--- config.mk ---
export PLATFORM = sky130hd
export DESIGN_NAME = mouse_master_sm
export DESIGN_NICKNAME = d
export VERILOG_FILES = /design/src/rtl/mouse_pkg.sv /design/src/rtl/mouse_packet_collector.sv /design/src/rtl/mouse_master_sm.sv
export SDC_FILE = /design/constraint.sdc
export NUM_CORES = 1
export LEC_CHECK = 0
export ABC_AREA = 1
export BUFFER_PORTS_ARGS = -buffer_cell sky130_fd_sc_hd__buf_2
export CORE_MARGIN = 8
export CORE_UTILIZATION = 25
export DETAILED_ROUTE_END_ITERATION = 7
export PLACE_DENSITY = 0.38
export SLEW_MARGIN = 25
export SYNTH_ARGS = -nofsm -noshare
export SYNTH_HDL_FRONTEND = slang
export SYNTH_SLANG_ARGS = --single-unit
--- constraint.sdc ---
create_clock -name CLK -period 2.9 [get_ports CLK]
set_clock_uncertainty 0.2 [all_clocks]
set_input_delay 0.58 -clock CLK [delete_from_list [all_inputs] [get_ports CLK]]
set_output_delay 0.58 -clock CLK [all_outputs]
set_load 0.005 [all_outputs]
--- src/rtl/mouse_pkg.sv ---
// Shared state encodings, protocol bytes and helpers for the PS/2 mouse master controller.
package mouse_pkg;

    typedef logic [3:0] mouse_state_t;

    localparam mouse_state_t ST_INIT          = 4'd0;
    localparam mouse_state_t ST_SEND_RST      = 4'd1;
    localparam mouse_state_t ST_WAIT_RST_TX   = 4'd2;
    localparam mouse_state_t ST_WAIT_ACK1     = 4'd3;
    localparam mouse_state_t ST_WAIT_BAT      = 4'd4;
    localparam mouse_state_t ST_WAIT_ID       = 4'd5;
    localparam mouse_state_t ST_SEND_EN       = 4'd6;
    localparam mouse_state_t ST_WAIT_EN_TX    = 4'd7;
    localparam mouse_state_t ST_WAIT_ACK2     = 4'd8;
    localparam mouse_state_t ST_STREAM_B0     = 4'd9;
    localparam mouse_state_t ST_STREAM_B1     = 4'd10;
    localparam mouse_state_t ST_STREAM_B2     = 4'd11;
    localparam mouse_state_t ST_STREAM_COMMIT = 4'd12;

    localparam logic [7:0] CMD_RESET  = 8'hFF;
    localparam logic [7:0] CMD_ENABLE = 8'hF4;
    localparam logic [7:0] RSP_ACK    = 8'hFA;
    localparam logic [7:0] RSP_BAT_OK = 8'hAA;
    localparam logic [7:0] RSP_ID     = 8'h00;
    localparam int unsigned PKT_SYNC_BIT = 3;

    // Position of the next expected byte within a stream packet.
    localparam logic [1:0] PH_B0 = 2'd0;
    localparam logic [1:0] PH_B1 = 2'd1;
    localparam logic [1:0] PH_B2 = 2'd2;

    function automatic logic is_stream(input mouse_state_t st);
        return st inside {ST_STREAM_B0, ST_STREAM_B1, ST_STREAM_B2, ST_STREAM_COMMIT};
    endfunction

    function automatic logic is_timed_wait(input mouse_state_t st);
        return st inside {ST_WAIT_RST_TX, ST_WAIT_ACK1, ST_WAIT_BAT, ST_WAIT_ID,
                          ST_WAIT_EN_TX, ST_WAIT_ACK2};
    endfunction

endpackage

--- src/rtl/mouse_packet_collector.sv ---
// Assembles 3-byte PS/2 stream packets and commits them atomically with a one-cycle interrupt.
module mouse_packet_collector
    import mouse_pkg::*;
(
    input  logic       clk_i,
    input  logic       rst_ni,
    input  logic       stream_en_i,
    input  logic [1:0] phase_i,
    input  logic       byte_valid_i,
    input  logic [7:0] byte_i,
    input  logic [1:0] byte_err_i,
    output logic [7:0] status_o,
    output logic [7:0] dx_o,
    output logic [7:0] dy_o,
    output logic       irq_o
);

    logic [7:0] sh0_q, sh0_d, sh1_q, sh1_d;
    logic [7:0] status_q, status_d, dx_q, dx_d, dy_q, dy_d;
    logic       irq_q, irq_d;
    logic       good;

    assign good = stream_en_i && byte_valid_i && (byte_err_i == 2'b00);

    always_comb begin
        sh0_d    = sh0_q;
        sh1_d    = sh1_q;
        status_d = status_q;
        dx_d     = dx_q;
        dy_d     = dy_q;
        irq_d    = 1'b0;
        if (good) begin
            case (phase_i)
                PH_B0: if (byte_i[PKT_SYNC_BIT]) sh0_d = byte_i;
                PH_B1: sh1_d = byte_i;
                // Final byte bypasses its shadow so the packet lands together with the pulse.
                PH_B2: begin
                    status_d = sh0_q;
                    dx_d     = sh1_q;
                    dy_d     = byte_i;
                    irq_d    = 1'b1;
                end
                default: ;
            endcase
        end
    end

    always_ff @(posedge clk_i or negedge rst_ni) begin
        if (!rst_ni) begin
            sh0_q    <= 8'h00;
            sh1_q    <= 8'h00;
            status_q <= 8'h00;
            dx_q     <= 8'h00;
            dy_q     <= 8'h00;
            irq_q    <= 1'b0;
        end else begin
            sh0_q    <= sh0_d;
            sh1_q    <= sh1_d;
            status_q <= status_d;
            dx_q     <= dx_d;
            dy_q     <= dy_d;
            irq_q    <= irq_d;
        end
    end

    assign status_o = status_q;
    assign dx_o     = dx_q;
    assign dy_o     = dy_q;
    assign irq_o    = irq_q;

endmodule

--- src/rtl/mouse_master_sm.sv ---
// PS/2 mouse master: init handshake (FF/FA/AA/00/F4/FA) then stream packet collection.
// Define MOUSE_TIMEOUT_EN to abandon init wait states after TIMEOUT_CYCLES and restart.
module mouse_master_sm
    import mouse_pkg::*;
#(
    parameter int unsigned INIT_DELAY_CYCLES = 5000,
    parameter int unsigned TIMEOUT_CYCLES    = 50_000_000
) (
    input  logic       CLK,
    input  logic       RESET,
    output logic       SEND_BYTE,
    output logic [7:0] BYTE_TO_SEND,
    input  logic       BYTE_SENT,
    output logic       READ_ENABLE,
    input  logic       BYTE_READY,
    input  logic [7:0] BYTE_READ,
    input  logic [1:0] BYTE_ERROR_CODE,
    output logic [7:0] MOUSE_STATUS,
    output logic [7:0] MOUSE_DX,
    output logic [7:0] MOUSE_DY,
    output logic       SEND_INTERRUPT,
    output logic [3:0] MASTER_STATE
);

    mouse_state_t state_q, state_d;
    logic [31:0]  cnt_q, cnt_d;
    logic [7:0]   tx_byte_q, tx_byte_d;
    logic         rx_good;
    logic         cnt_run;
    logic [1:0]   phase;

    assign rx_good = BYTE_READY && (BYTE_ERROR_CODE == 2'b00);

    always_comb begin
        state_d = state_q;
        case (state_q)
            ST_INIT:        if (cnt_q == INIT_DELAY_CYCLES) state_d = ST_SEND_RST;
            ST_SEND_RST:    state_d = ST_WAIT_RST_TX;
            ST_WAIT_RST_TX: if (BYTE_SENT) state_d = ST_WAIT_ACK1;
            ST_WAIT_ACK1:   if (BYTE_READY)
                                state_d = (rx_good && BYTE_READ == RSP_ACK) ? ST_WAIT_BAT : ST_INIT;
            ST_WAIT_BAT:    if (BYTE_READY)
                                state_d = (rx_good && BYTE_READ == RSP_BAT_OK) ? ST_WAIT_ID : ST_INIT;
            ST_WAIT_ID:     if (BYTE_READY)
                                state_d = (rx_good && BYTE_READ == RSP_ID) ? ST_SEND_EN : ST_INIT;
            ST_SEND_EN:     state_d = ST_WAIT_EN_TX;
            ST_WAIT_EN_TX:  if (BYTE_SENT) state_d = ST_WAIT_ACK2;
            ST_WAIT_ACK2:   if (BYTE_READY)
                                state_d = (rx_good && BYTE_READ == RSP_ACK) ? ST_STREAM_B0 : ST_INIT;
            // Commit cycle doubles as B0 so a back-to-back byte starts the next packet.
            ST_STREAM_B0, ST_STREAM_COMMIT:
                state_d = (rx_good && BYTE_READ[PKT_SYNC_BIT]) ? ST_STREAM_B1 : ST_STREAM_B0;
            ST_STREAM_B1:   if (BYTE_READY) state_d = rx_good ? ST_STREAM_B2 : ST_STREAM_B0;
            ST_STREAM_B2:   if (BYTE_READY) state_d = rx_good ? ST_STREAM_COMMIT : ST_STREAM_B0;
            default:        state_d = ST_INIT;
        endcase
`ifdef MOUSE_TIMEOUT_EN
        if (is_timed_wait(state_q) && state_d == state_q && cnt_q == TIMEOUT_CYCLES - 1) begin
            state_d = ST_INIT;
        end
`endif
    end

    always_comb begin
        cnt_run = (state_q == ST_INIT);
`ifdef MOUSE_TIMEOUT_EN
        cnt_run = cnt_run || is_timed_wait(state_q);
`endif
        if (state_d != state_q) cnt_d = 32'd0;
        else if (cnt_run)       cnt_d = cnt_q + 32'd1;
        else                    cnt_d = cnt_q;
    end

    always_comb begin
        tx_byte_d = tx_byte_q;
        if (state_d == ST_SEND_RST)     tx_byte_d = CMD_RESET;
        else if (state_d == ST_SEND_EN) tx_byte_d = CMD_ENABLE;
    end

    always_ff @(posedge CLK or negedge RESET) begin
        if (!RESET) begin
            state_q   <= ST_INIT;
            cnt_q     <= 32'd0;
            tx_byte_q <= 8'h00;
        end else begin
            state_q   <= state_d;
            cnt_q     <= cnt_d;
            tx_byte_q <= tx_byte_d;
        end
    end

    always_comb begin
        phase = PH_B0;
        if (state_q == ST_STREAM_B1)      phase = PH_B1;
        else if (state_q == ST_STREAM_B2) phase = PH_B2;
    end

    mouse_packet_collector u_collector (
        .clk_i        (CLK),
        .rst_ni       (RESET),
        .stream_en_i  (is_stream(state_q)),
        .phase_i      (phase),
        .byte_valid_i (BYTE_READY),
        .byte_i       (BYTE_READ),
        .byte_err_i   (BYTE_ERROR_CODE),
        .status_o     (MOUSE_STATUS),
        .dx_o         (MOUSE_DX),
        .dy_o         (MOUSE_DY),
        .irq_o        (SEND_INTERRUPT)
    );

    assign SEND_BYTE    = (state_q == ST_SEND_RST) || (state_q == ST_SEND_EN);
    assign BYTE_TO_SEND = tx_byte_q;
    assign READ_ENABLE  = !(state_q inside {ST_INIT, ST_SEND_RST, ST_SEND_EN});
    assign MASTER_STATE = state_q;

endmodule
Yosys cells after proc, flatten, opt, wreduce, memory -nomap -nowiden. Index checks and enable logic that the tools add are counted.

Add/subtract/negate cells: 1. Multiply operators: 0. Div/mod/pow operators: 0. Order comparisons: 0. Equal/unequal tests: 20. Shifts and indexed selects: 0. Mux-type cells: 25. Bitwise logic cells: 0. Reduce and logical (&&, ||, !) cells: 21.

Operators by type and width (count): two-way mux 32 bit (2); one-hot mux 4 bit (12 select lines) (1); two-way mux 4 bit (10); adder 32 x 1 -> 32 bit (second input constant) (1); equality test 32 x 13 -> 1 bit (second input constant) (1); equality test 4 x 3 -> 1 bit (second input constant) (5); equality test 4 bit (second input constant) (5); equality test 8 bit (second input constant) (2); two-way mux 8 bit (2); two-way mux 3 bit (4); equality test 4 x 1 -> 1 bit (second input constant) (2); equality test 4 x 2 -> 1 bit (second input constant) (2); logical NOT 8 bit (1); two-way mux 2 bit (4); logical AND 1 bit (7); logical NOT 2 bit (2); logical NOT 4 bit (1); inequality test 4 bit (1); AND reduction 2 bit (2); nonzero test 2 bit (2); nonzero test 4 bit (1); AND reduction 3 bit (1); nonzero test 3 bit (1); equality test 2 x 1 -> 1 bit (second input constant) (1); other kinds (5) (6).

Flip-flop bits (word level): 85. Latch bits: 0. RAM bits: 0. Memory bits (read-only): 0. Input port bits: 14. Output and inout port bits: 39. Word-level logic and storage cells: 76. Memories kept: 0.

Logic depth before layout (Yosys ltp). Gate-level depths: netlist of the first run.

Depth in word-level cells: 9. Mapped depth: 15. Depth with buffers taken out: 14.

Modules after synthesis. Synthesis of the first run repeated with hierarchy kept, for this count alone.

Cell total of the unflattened synthesis: 580. Area, all modules: 4501.8 um^2.

Modules (own cells, without submodules): mouse_master_sm (times used 1, cells an instance 396, area an instance 2815.2 um^2, seq. area each 950.9 um^2); mouse_packet_collector (times used 1, cells an instance 184, area an instance 1686.6 um^2, seq. area each 1026.0 um^2).

Least setup slack after synthesis of the first run. OpenSTA, ideal clock, no wires.

Kind: input-to-reg. From: input port BYTE_ERROR_CODE[1]. To: register cnt_q[14]. Library setup time: 0.068 ns. Arrival: 1.877 ns. Required time: 2.632 ns. Path slack: 0.755 ns. Stages: 14. Buffers on the path: 1. Cells stage by stage: nor2_2 > nand2_1 > inv_1 > nand3_1 > nand2_1 > nand2_1 > nand2_1 > nand2_1 > nand2_2 > nand2_2 > a21oi_4 > nand2_4 > buf_12 > nor2_4.

Longest elaborated chain between the ends: 8. Elaborated cells between the ends (all ways): 23. Those cells by class: eq/ne: 1; mux: 15; reduce/logical: 7.

Ends and longest elaborated chain: from (decl) (RTL line mouse_master_sm.sv:17) `input logic [1:0] BYTE_ERROR_CODE,`; logical NOT 2 bit (*) (RTL line mouse_master_sm.sv:32) `assign rx_good = BYTE_READY && (BYTE_ERROR_CODE == 2'b00);`; logical AND 1 bit (*) (RTL line mouse_master_sm.sv:32); logical AND 1 bit (on tied branches) (RTL line mouse_master_sm.sv:49, mouse_master_sm.sv:43); two-way mux 4 bit / two-way mux 3 bit (equally long branches) (RTL line mouse_master_sm.sv:49, mouse_master_sm.sv:43); two-way mux 4 bit (on tied branches) (RTL line mouse_master_sm.sv:48, mouse_master_sm.sv:42); one-hot mux 4 bit (12 select lines) (*) (RTL line mouse_master_sm.sv:36) `case (state_q)`; via state_d[0] (RTL line mouse_master_sm.sv:25) `mouse_state_t state_q, state_d;`; inequality test 4 bit (*) (RTL line mouse_master_sm.sv:69) `if (state_d != state_q) cnt_d = 32'd0;`; two-way mux 32 bit / nonzero test 2 bit (equally long branches); to (signal assigned) (RTL line mouse_master_sm.sv:87) `cnt_q <= cnt_d;`; to (decl) (RTL line mouse_master_sm.sv:26) `logic [31:0] cnt_q, cnt_d;`.

The timed path passes the listed nets; every way through them passes the cells marked *. A chain may end at the register's enable or synchronous reset.

Worst setup path after layout of the first run.
From: register state_q[2] (netlist: MASTER_STATE[2]). To: output port READ_ENABLE.

Longest elaborated chain between the ends: 3. Elaborated cells between the ends (all ways): 5. Those cells by class: eq/ne: 2; reduce/logical: 3.

Ends and longest elaborated chain: from (decl) (RTL line mouse_master_sm.sv:25); from (signal assigned) (RTL line mouse_master_sm.sv:86) `state_q <= state_d;`; equality test 4 x 1 -> 1 bit (tied with other cells) (RTL line mouse_master_sm.sv:114) `assign READ_ENABLE = !(state_q inside {ST_INIT, ST_SEND_RST, ST_SEND_EN});`; nonzero test 3 bit (*) (RTL line mouse_master_sm.sv:114); logical NOT 1 bit (*) (RTL line mouse_master_sm.sv:114); to (decl) (RTL line mouse_master_sm.sv:14) `output logic READ_ENABLE,`.

Every way passes the cells marked *; elsewhere a longest branch is shown, timed or not.

==> results of run 1 <==
cells by family after synthesis:
| group | count (synthesis) | synth area share |
|---|---|---|
| xor gates and xnor gates | 23 | 0.0451 |
| adders and majority gates | 2 | 0.00560 |
| AOI/OAI and AO/OA | 45 | 0.0552 |
| and+or+nand+nor | 305 | 0.358 |
| buffers and inverters | 91 | 0.0941 |
| DFF | 79 | 0.442 |
where the power goes:
part           switching (mW)  internal, mW
Combinational            1.04         0.397
Sequential              0.107          1.21
Clock                   0.510         0.686
Total                    1.66          2.30
flip-flops by register name (all words and copies together), names as in the netlist, 2 cells and up:
name,count
u_collector.sh1_q,8
cnt_q,32
MASTER_STATE,4
BYTE_TO_SEND,2
u_collector.sh0_q,8
u_collector.status_o,8
u_collector.dy_o,8
u_collector.dx_o,8
metrics by stage:
| step | cell area (um2) | hold WS, ns |
|---|---|---|
| final | 5250 | 0.0131 |
| after global routing | 5250 | 0.0510 |
| after CTS | 5250 | 0.0247 |
| after detailed placement | 4940 | 0.242 |
| after global placement | 4940 | 0.241 |
| after floorplan | 4470 | 0.0844 |
worst max-delay path, cell delays in order (launching register included):
cell and delay, ns:
sky130_fd_sc_hd__dfrtp_1 0.50, sky130_fd_sc_hd__nor2_2 0.31, sky130_fd_sc_hd__nand2_4 0.15, sky130_fd_sc_hd__inv_1 0.22, sky130_fd_sc_hd__nor2_1 0.08, sky130_fd_sc_hd__buf_2 0.13
routing by layer:
metal	vias to the layer above	wire length (um)
li1	1786	-
met1	1654	5750
met2	60	4960
met3	7	278
met4	0	144
met5	-	0
cells in the final DEF (no fill, tap or decap):
cell and n:
sky130_fd_sc_hd__a21oi_1 1, sky130_fd_sc_hd__a21oi_4 1, sky130_fd_sc_hd__buf_12 2, sky130_fd_sc_hd__buf_2 51
sky130_fd_sc_hd__buf_4 4, sky130_fd_sc_hd__bufinv_16 1, sky130_fd_sc_hd__clkbuf_16 9, sky130_fd_sc_hd__clkinvlp_4 1
sky130_fd_sc_hd__dfrtp_1 79, sky130_fd_sc_hd__ha_1 2, sky130_fd_sc_hd__inv_1 67, sky130_fd_sc_hd__inv_2 7
sky130_fd_sc_hd__inv_6 4, sky130_fd_sc_hd__inv_8 1, sky130_fd_sc_hd__nand2_1 149, sky130_fd_sc_hd__nand2_2 4
sky130_fd_sc_hd__nand2_4 2, sky130_fd_sc_hd__nand3_1 27, sky130_fd_sc_hd__nand3_2 1, sky130_fd_sc_hd__nand3_4 1
sky130_fd_sc_hd__nand3b_1 2, sky130_fd_sc_hd__nand4_1 10, sky130_fd_sc_hd__nand4_2 1, sky130_fd_sc_hd__nand4_4 1
sky130_fd_sc_hd__nor2_1 51, sky130_fd_sc_hd__nor2_2 6, sky130_fd_sc_hd__nor2_4 35, sky130_fd_sc_hd__nor3_1 11
sky130_fd_sc_hd__nor3_2 1, sky130_fd_sc_hd__nor3_4 1, sky130_fd_sc_hd__nor4_1 2, sky130_fd_sc_hd__o211ai_2 1
sky130_fd_sc_hd__o21ai_0 41, sky130_fd_sc_hd__o21bai_1 1, sky130_fd_sc_hd__xnor2_1 6, sky130_fd_sc_hd__xor2_1 17
worst paths after layout:
check | from | to | slack (ns) | cells past startpoint
hold reg to reg | u_collector.sh0_q[3]$_DFFE_PN0P_ | u_collector.sh0_q[3]$_DFFE_PN0P_ | 0.25 | 2
setup / recovery | MASTER_STATE[2]$_DFF_PN0_ | READ_ENABLE | 0.38 | 5
max in group asynchronous | RESET | u_collector.dy_o[0]$_DFFE_PN0P_ | 1.87 | 2
setup reg to reg | MASTER_STATE[2]$_DFF_PN0_ | cnt_q[30]$_DFFE_PN0P_ | 0.45 | 13
hold / removal | RESET | cnt_q[16]$_DFFE_PN0P_ | 0.01 | 1
min in group CLK | u_collector.sh0_q[3]$_DFFE_PN0P_ | u_collector.sh0_q[3]$_DFFE_PN0P_ | 0.25 | 2
final cells by class:
type / count / area [um2] / share of cell area
clock buffer: 9 / 225 / 0.0429
tap: 229 / 287 / 0.0546
inverter: 74 / 278 / 0.0529
clock inverter: 7 / 83.8 / 0.0160
timing repair buffer: 57 / 325 / 0.0620
sequential: 79 / 1980 / 0.377
multi-input combinational: 375 / 2070 / 0.395
==> results.txt, run 1 <==
----------------------------------------------------
[Status]
  Outcome ... complete, no violations

[Layout]
  Number of nets in the layout ... 612
  Fillers ... 1944
  Fraction of layout cells with a size suffix above 1 ... 0.225
  Share of the core filled with cells ... 0.295
  Number of standard cells in the final layout excluding fillers ... 830
  Diode insertion count for antenna repair ... 0
  Area growth, synth to finish ... 17.4%

[Critical path]
  CP Max Fanout ... 8
  Required time at the endpoint of the critical path ... 2.12 ns
  Arrival time of the worst setup path ... 1.74 ns
  Critical path capture point type ... primary output
  Setup CP Type ... flop to primary output
  Category of the worst setup path launch point ... flop

[Drt]
  Initial DRT Pass Iterations ... 4
  Via-per-instance ratio ... about 4.2
  Wire per inst ... 13.4 um
  Drt total wl ... between 10 and 15 mm
  Number of vias after detailed routing ... between 3000 and 4000
  DRC errors left ... 0
  Antenna-violating nets left ... 0
  Violation count after the first detailed-routing iteration ... 211

[Synthesis]
  Flip-flop cell with the highest count after synthesis ... sky130_fd_sc_hd__dfrtp_1
  Mean Syn Cell Area ... 8.20 um2
  Yosys top cell area share ... 0.442
  Post-Syn Nets ... 561
  Fraction of registers with async set/reset ... 1.00
  Synth cell types ... 32
  Synth area leaders ... sky130_fd_sc_hd__dfrtp_1, sky130_fd_sc_hd__nand2_1, sky130_fd_sc_hd__nor2_4
  Yosys warning total ... 0
  Leading post-synthesis cells by instance count ... sky130_fd_sc_hd__nand2_1, sky130_fd_sc_hd__dfrtp_1, sky130_fd_sc_hd__inv_1, sky130_fd_sc_hd__nor2_1, sky130_fd_sc_hd__o21ai_0
  Number of enable flip-flop cells after synthesis ... 0
  Syn Inst Count ... 545
  Cell area after technology mapping ... 4470 um2
  Post-synthesis register bit count ... approximately 80
  Sequential-to-total area share from yosys stat ... 0.442
  Cell taking the most area after synthesis ... sky130_fd_sc_hd__dfrtp_1
  Leading cell type by number of instances after synthesis ... sky130_fd_sc_hd__nand2_1

[Job]
  Max-capacitance violation count ... 0

[Global route]
  Met1 Track Usage GR ... 0.146
  Maximum number of pins on one net before global-route repair ... 46
  Most heavily used metal layer in global routing ... met2
  Global-route met3 utilization ... 0.0221
  Number of global-route vias before repair ... approximately 3700
  Antenna violations before repair ... 0
  Global-route usage over all layers ... 0.107
  Global route overflow ... 0
  Global-route wire length before repair ... approximately 19 mm
  GR Util met2 ... 0.166

[CTS]
  Cts bufs inserted ... 9
  Root Buffer ... sky130_fd_sc_hd__clkbuf_16
  H-tree depth ... 3
  Max Buffers Root-to-Sink ... 2
  Number of resized instances in the post-cts repair step ... 0
  CTS tree ... yes
  Total setup buffers inserted after CTS ... 0
  Clk Latency, worst-skew pair ... 0.35 ns
  Clock sink count ... 79
  Clock-pin transition on the worst setup and hold timing paths ... 0.06 ns
  Quantity of hold-fixing buffers added after cts ... 0

[STA]
  Count of endpoints failing setup in the final report ... 0
  Worst max-slew margin expressed relative to the limit ... 0.596
  Unrepaired setup endpoints after global routing ... no
  Worst-margin pin slew ... 0.605 ns
  Fin. max-slew vios ... 0
  Setup tns final ... 0 ns
  Max Freq ... between 300 and 400 MHz
  Final min period ... 2.52 ns
  Final hold violation count ... 0
  Worst path setup slack after routing ... approximately 0.38 ns
  Share of the clock period used by the worst path after layout ... 0.869

[Die]
  Core region area ... 17800 um2
  Num rows ... 49
  Die area ... 22400 um2
  Count of boundary I/O pins ... 53
  Die Y-Extent ... 150 um
  Starting density of the core ... 0.251
  Horiz. Die Dim ... ~150 um

[Pwr]
  Total chip power ... 3.96 mW
  Leakage component of the power ... between 2 and 3 nW
  Maximum VDD drop ... 795 uV
  Pwr per Cell Area ... 754 nW/um2

[Placed design]
  Cell count after placement ... roughly 800
  Setup WS pre-CTS ... 0.201 ns
  RePlAce Congestion ... 0.886
  Hpwl dp ... 8.29 mm
  Number of port buffers ... 52

[Min path]
  Tightest Hold Check Type ... primary input to async pin

----------------------------------------------------
No activity file was read; power rests on OpenSTA's default activity.
==> run 2: changes to the inputs <==
==> constraint.sdc (replaced) <==
create_clock -name CLK -period 2.5 [get_ports CLK]
set_clock_uncertainty 0.2 [all_clocks]
set_input_delay 0.5 -clock CLK [delete_from_list [all_inputs] [get_ports CLK]]
set_output_delay 0.5 -clock CLK [all_outputs]
set_load 0.1 [all_outputs]
==> results.txt, run 2 (synthesis results as in run 1) <==
----------------------------------------------------
[Drt]
  Number of vias after detailed routing ... 3526
  DRC errors left ... 0
  Wire per inst ... around 13 um
  Via-per-instance ratio ... 4.18
  Initial DRT Pass Iterations ... 4
  Antenna-violating nets left ... 0
  Violation count after the first detailed-routing iteration ... ~120
  Drt total wl ... between 10 and 15 mm

[Placed design]
  RePlAce Congestion ... 0.865
  Hpwl dp ... 8.50 mm
  Cell count after placement ... 827
  Number of port buffers ... 52

[STA]
  Final hold violation count ... 0
  Unrepaired setup endpoints after global routing ... no
  Share of the clock period used by the worst path after layout ... 0.962
  Final min period ... 2.41 ns
  Worst max-slew margin expressed relative to the limit ... 0.670
  Max Freq ... 416 MHz
  Count of endpoints failing setup in the final report ... 0
  Setup tns final ... 0 ns
  Worst-margin pin slew ... between 0.4 and 0.5 ns
  Fin. max-slew vios ... 0
  Final Hold Slack ... 0.219 ns

[CTS]
  Clock sink count ... 79
  Clk Latency, worst-skew pair ... 0.34 ns
  Root Buffer ... sky130_fd_sc_hd__clkbuf_16
  Max Buffers Root-to-Sink ... 2
  H-tree depth ... 3
  Clock-pin transition on the worst setup and hold timing paths ... 0.06 ns
  CTS tree ... yes
  Cts bufs inserted ... 9

[Global route]
  Global-route wire length before repair ... 18.9 mm
  Maximum number of pins on one net before global-route repair ... 44
  Global-route usage over all layers ... 0.107
  Number of global-route vias before repair ... 3692
  Global route overflow ... 0
  Antenna violations before repair ... 0

[Die]
  Count of boundary I/O pins ... 53
  Starting density of the core ... 0.251
  Die Y-Extent ... ~150 um
  Core region area ... 17800 um2
  Horiz. Die Dim ... 150 um
  Die area ... 22400 um2
  Num rows ... 49

[Layout]
  Top reg by flops ... cnt_q
  Most frequent standard cell in the layout excluding fill and tap cells ... sky130_fd_sc_hd__nand2_1
  Number of nets in the layout ... about 630
  Number of flip-flops in the largest register ... 32
  Fraction of layout cells with a size suffix above 1 ... 0.252
  Diode insertion count for antenna repair ... 0
  Most used cells in the layout excluding fill and tap cells ... sky130_fd_sc_hd__nand2_1, sky130_fd_sc_hd__dfrtp_1, sky130_fd_sc_hd__inv_1
  Area growth, synth to finish ... 21.5%
  Number of standard cells in the final layout excluding fillers ... 844

[Min path]
  Tightest Hold Check Type ... primary input to flop

[Job]
  Max-capacitance violation count ... 0

[Critical path]
  CP Max Fanout ... 10
  Required time at the endpoint of the critical path ... 1.80 ns
  Setup CP Type ... flop to primary output
  Arrival time of the worst setup path ... 1.71 ns
  Critical path capture point type ... primary output
  Category of the worst setup path launch point ... flop

[Pwr]
  Leakage component of the power ... 2.61 nW
  Pwr per Cell Area ... 1050 nW/um2
  Maximum VDD drop ... 879 uV
  Total chip power ... 5.70 mW

[Status]
  Outcome ... complete, no violations

----------------------------------------------------
[run 2: metrics by stage]
step,util,area (um2),setup WS (ns)
after floorplan,-,4500,0.0134
after global placement,0.286,5090,0.0303
after detailed placement,0.286,5090,0.0190
after CTS,0.305,5420,0.0210
after global routing,0.305,5430,0.000646
final,0.305,5430,0.0938
[run 2: worst max-delay path, cell delays in order, from the launching register on]
cell,delay [ns]
sky130_fd_sc_hd__dfrtp_4,0.54
sky130_fd_sc_hd__nor2_2,0.22
sky130_fd_sc_hd__nand2_4,0.16
sky130_fd_sc_hd__clkinvlp_4,0.16
sky130_fd_sc_hd__nor2_4,0.05
sky130_fd_sc_hd__buf_4,0.23
[run 2: what timing repair did]
item                                    CTS  global route
hold endpoints to repair                 23             0
resized for setup                         2             1
setup buffers                             0             0
endpoints found under the setup margin    1             2
hold buffers                              1             0
[run 2: area by class of cell]
cell class	count	area [um2]
multi-input combinational	375	2090
sequential	79	1990
inverter	74	282
tap	229	287
fill	1964	12400
timing repair buffer	71	463
clock inverter	5	62.6
clock buffer	11	253
[run 2: report_power, final]
| part | internal [mW] | switching, mW | total [mW] |
|---|---|---|---|
| Combinational | 0.679 | 2.08 | 2.76 |
| Clock | 0.835 | 0.559 | 1.39 |
| Sequential | 1.42 | 0.124 | 1.54 |
| Total | 2.93 | 2.76 | 5.70 |
[run 2: per-layer routing]
layer,track usage,up-vias,wire length [um]
li1,-,1815,-
met1,0.128,1635,5090
met2,0.179,60,5270
met3,0.0284,16,508
met4,0.0460,0,229
met5,0,-,0
[run 2: final timing paths]
check | startpoint | end | slack, ns | depth (start not counted)
max | MASTER_STATE[1]$_DFF_PN0_ | READ_ENABLE | 0.09 | 5
min | BYTE_READ[1] | u_collector.sh0_q[1]$_DFFE_PN0P_ | 0.22 | 3
max reg2reg | MASTER_STATE[1]$_DFF_PN0_ | cnt_q[25]$_DFFE_PN0P_ | 0.23 | 9
min reg2reg | u_collector.sh0_q[3]$_DFFE_PN0P_ | u_collector.sh0_q[3]$_DFFE_PN0P_ | 0.26 | 2
max in group asynchronous | RESET | cnt_q[14]$_DFFE_PN0P_ | 1.13 | 3
min in group asynchronous | RESET | u_collector.status_o[2]$_DFFE_PN0P_ | 0.41 | 2
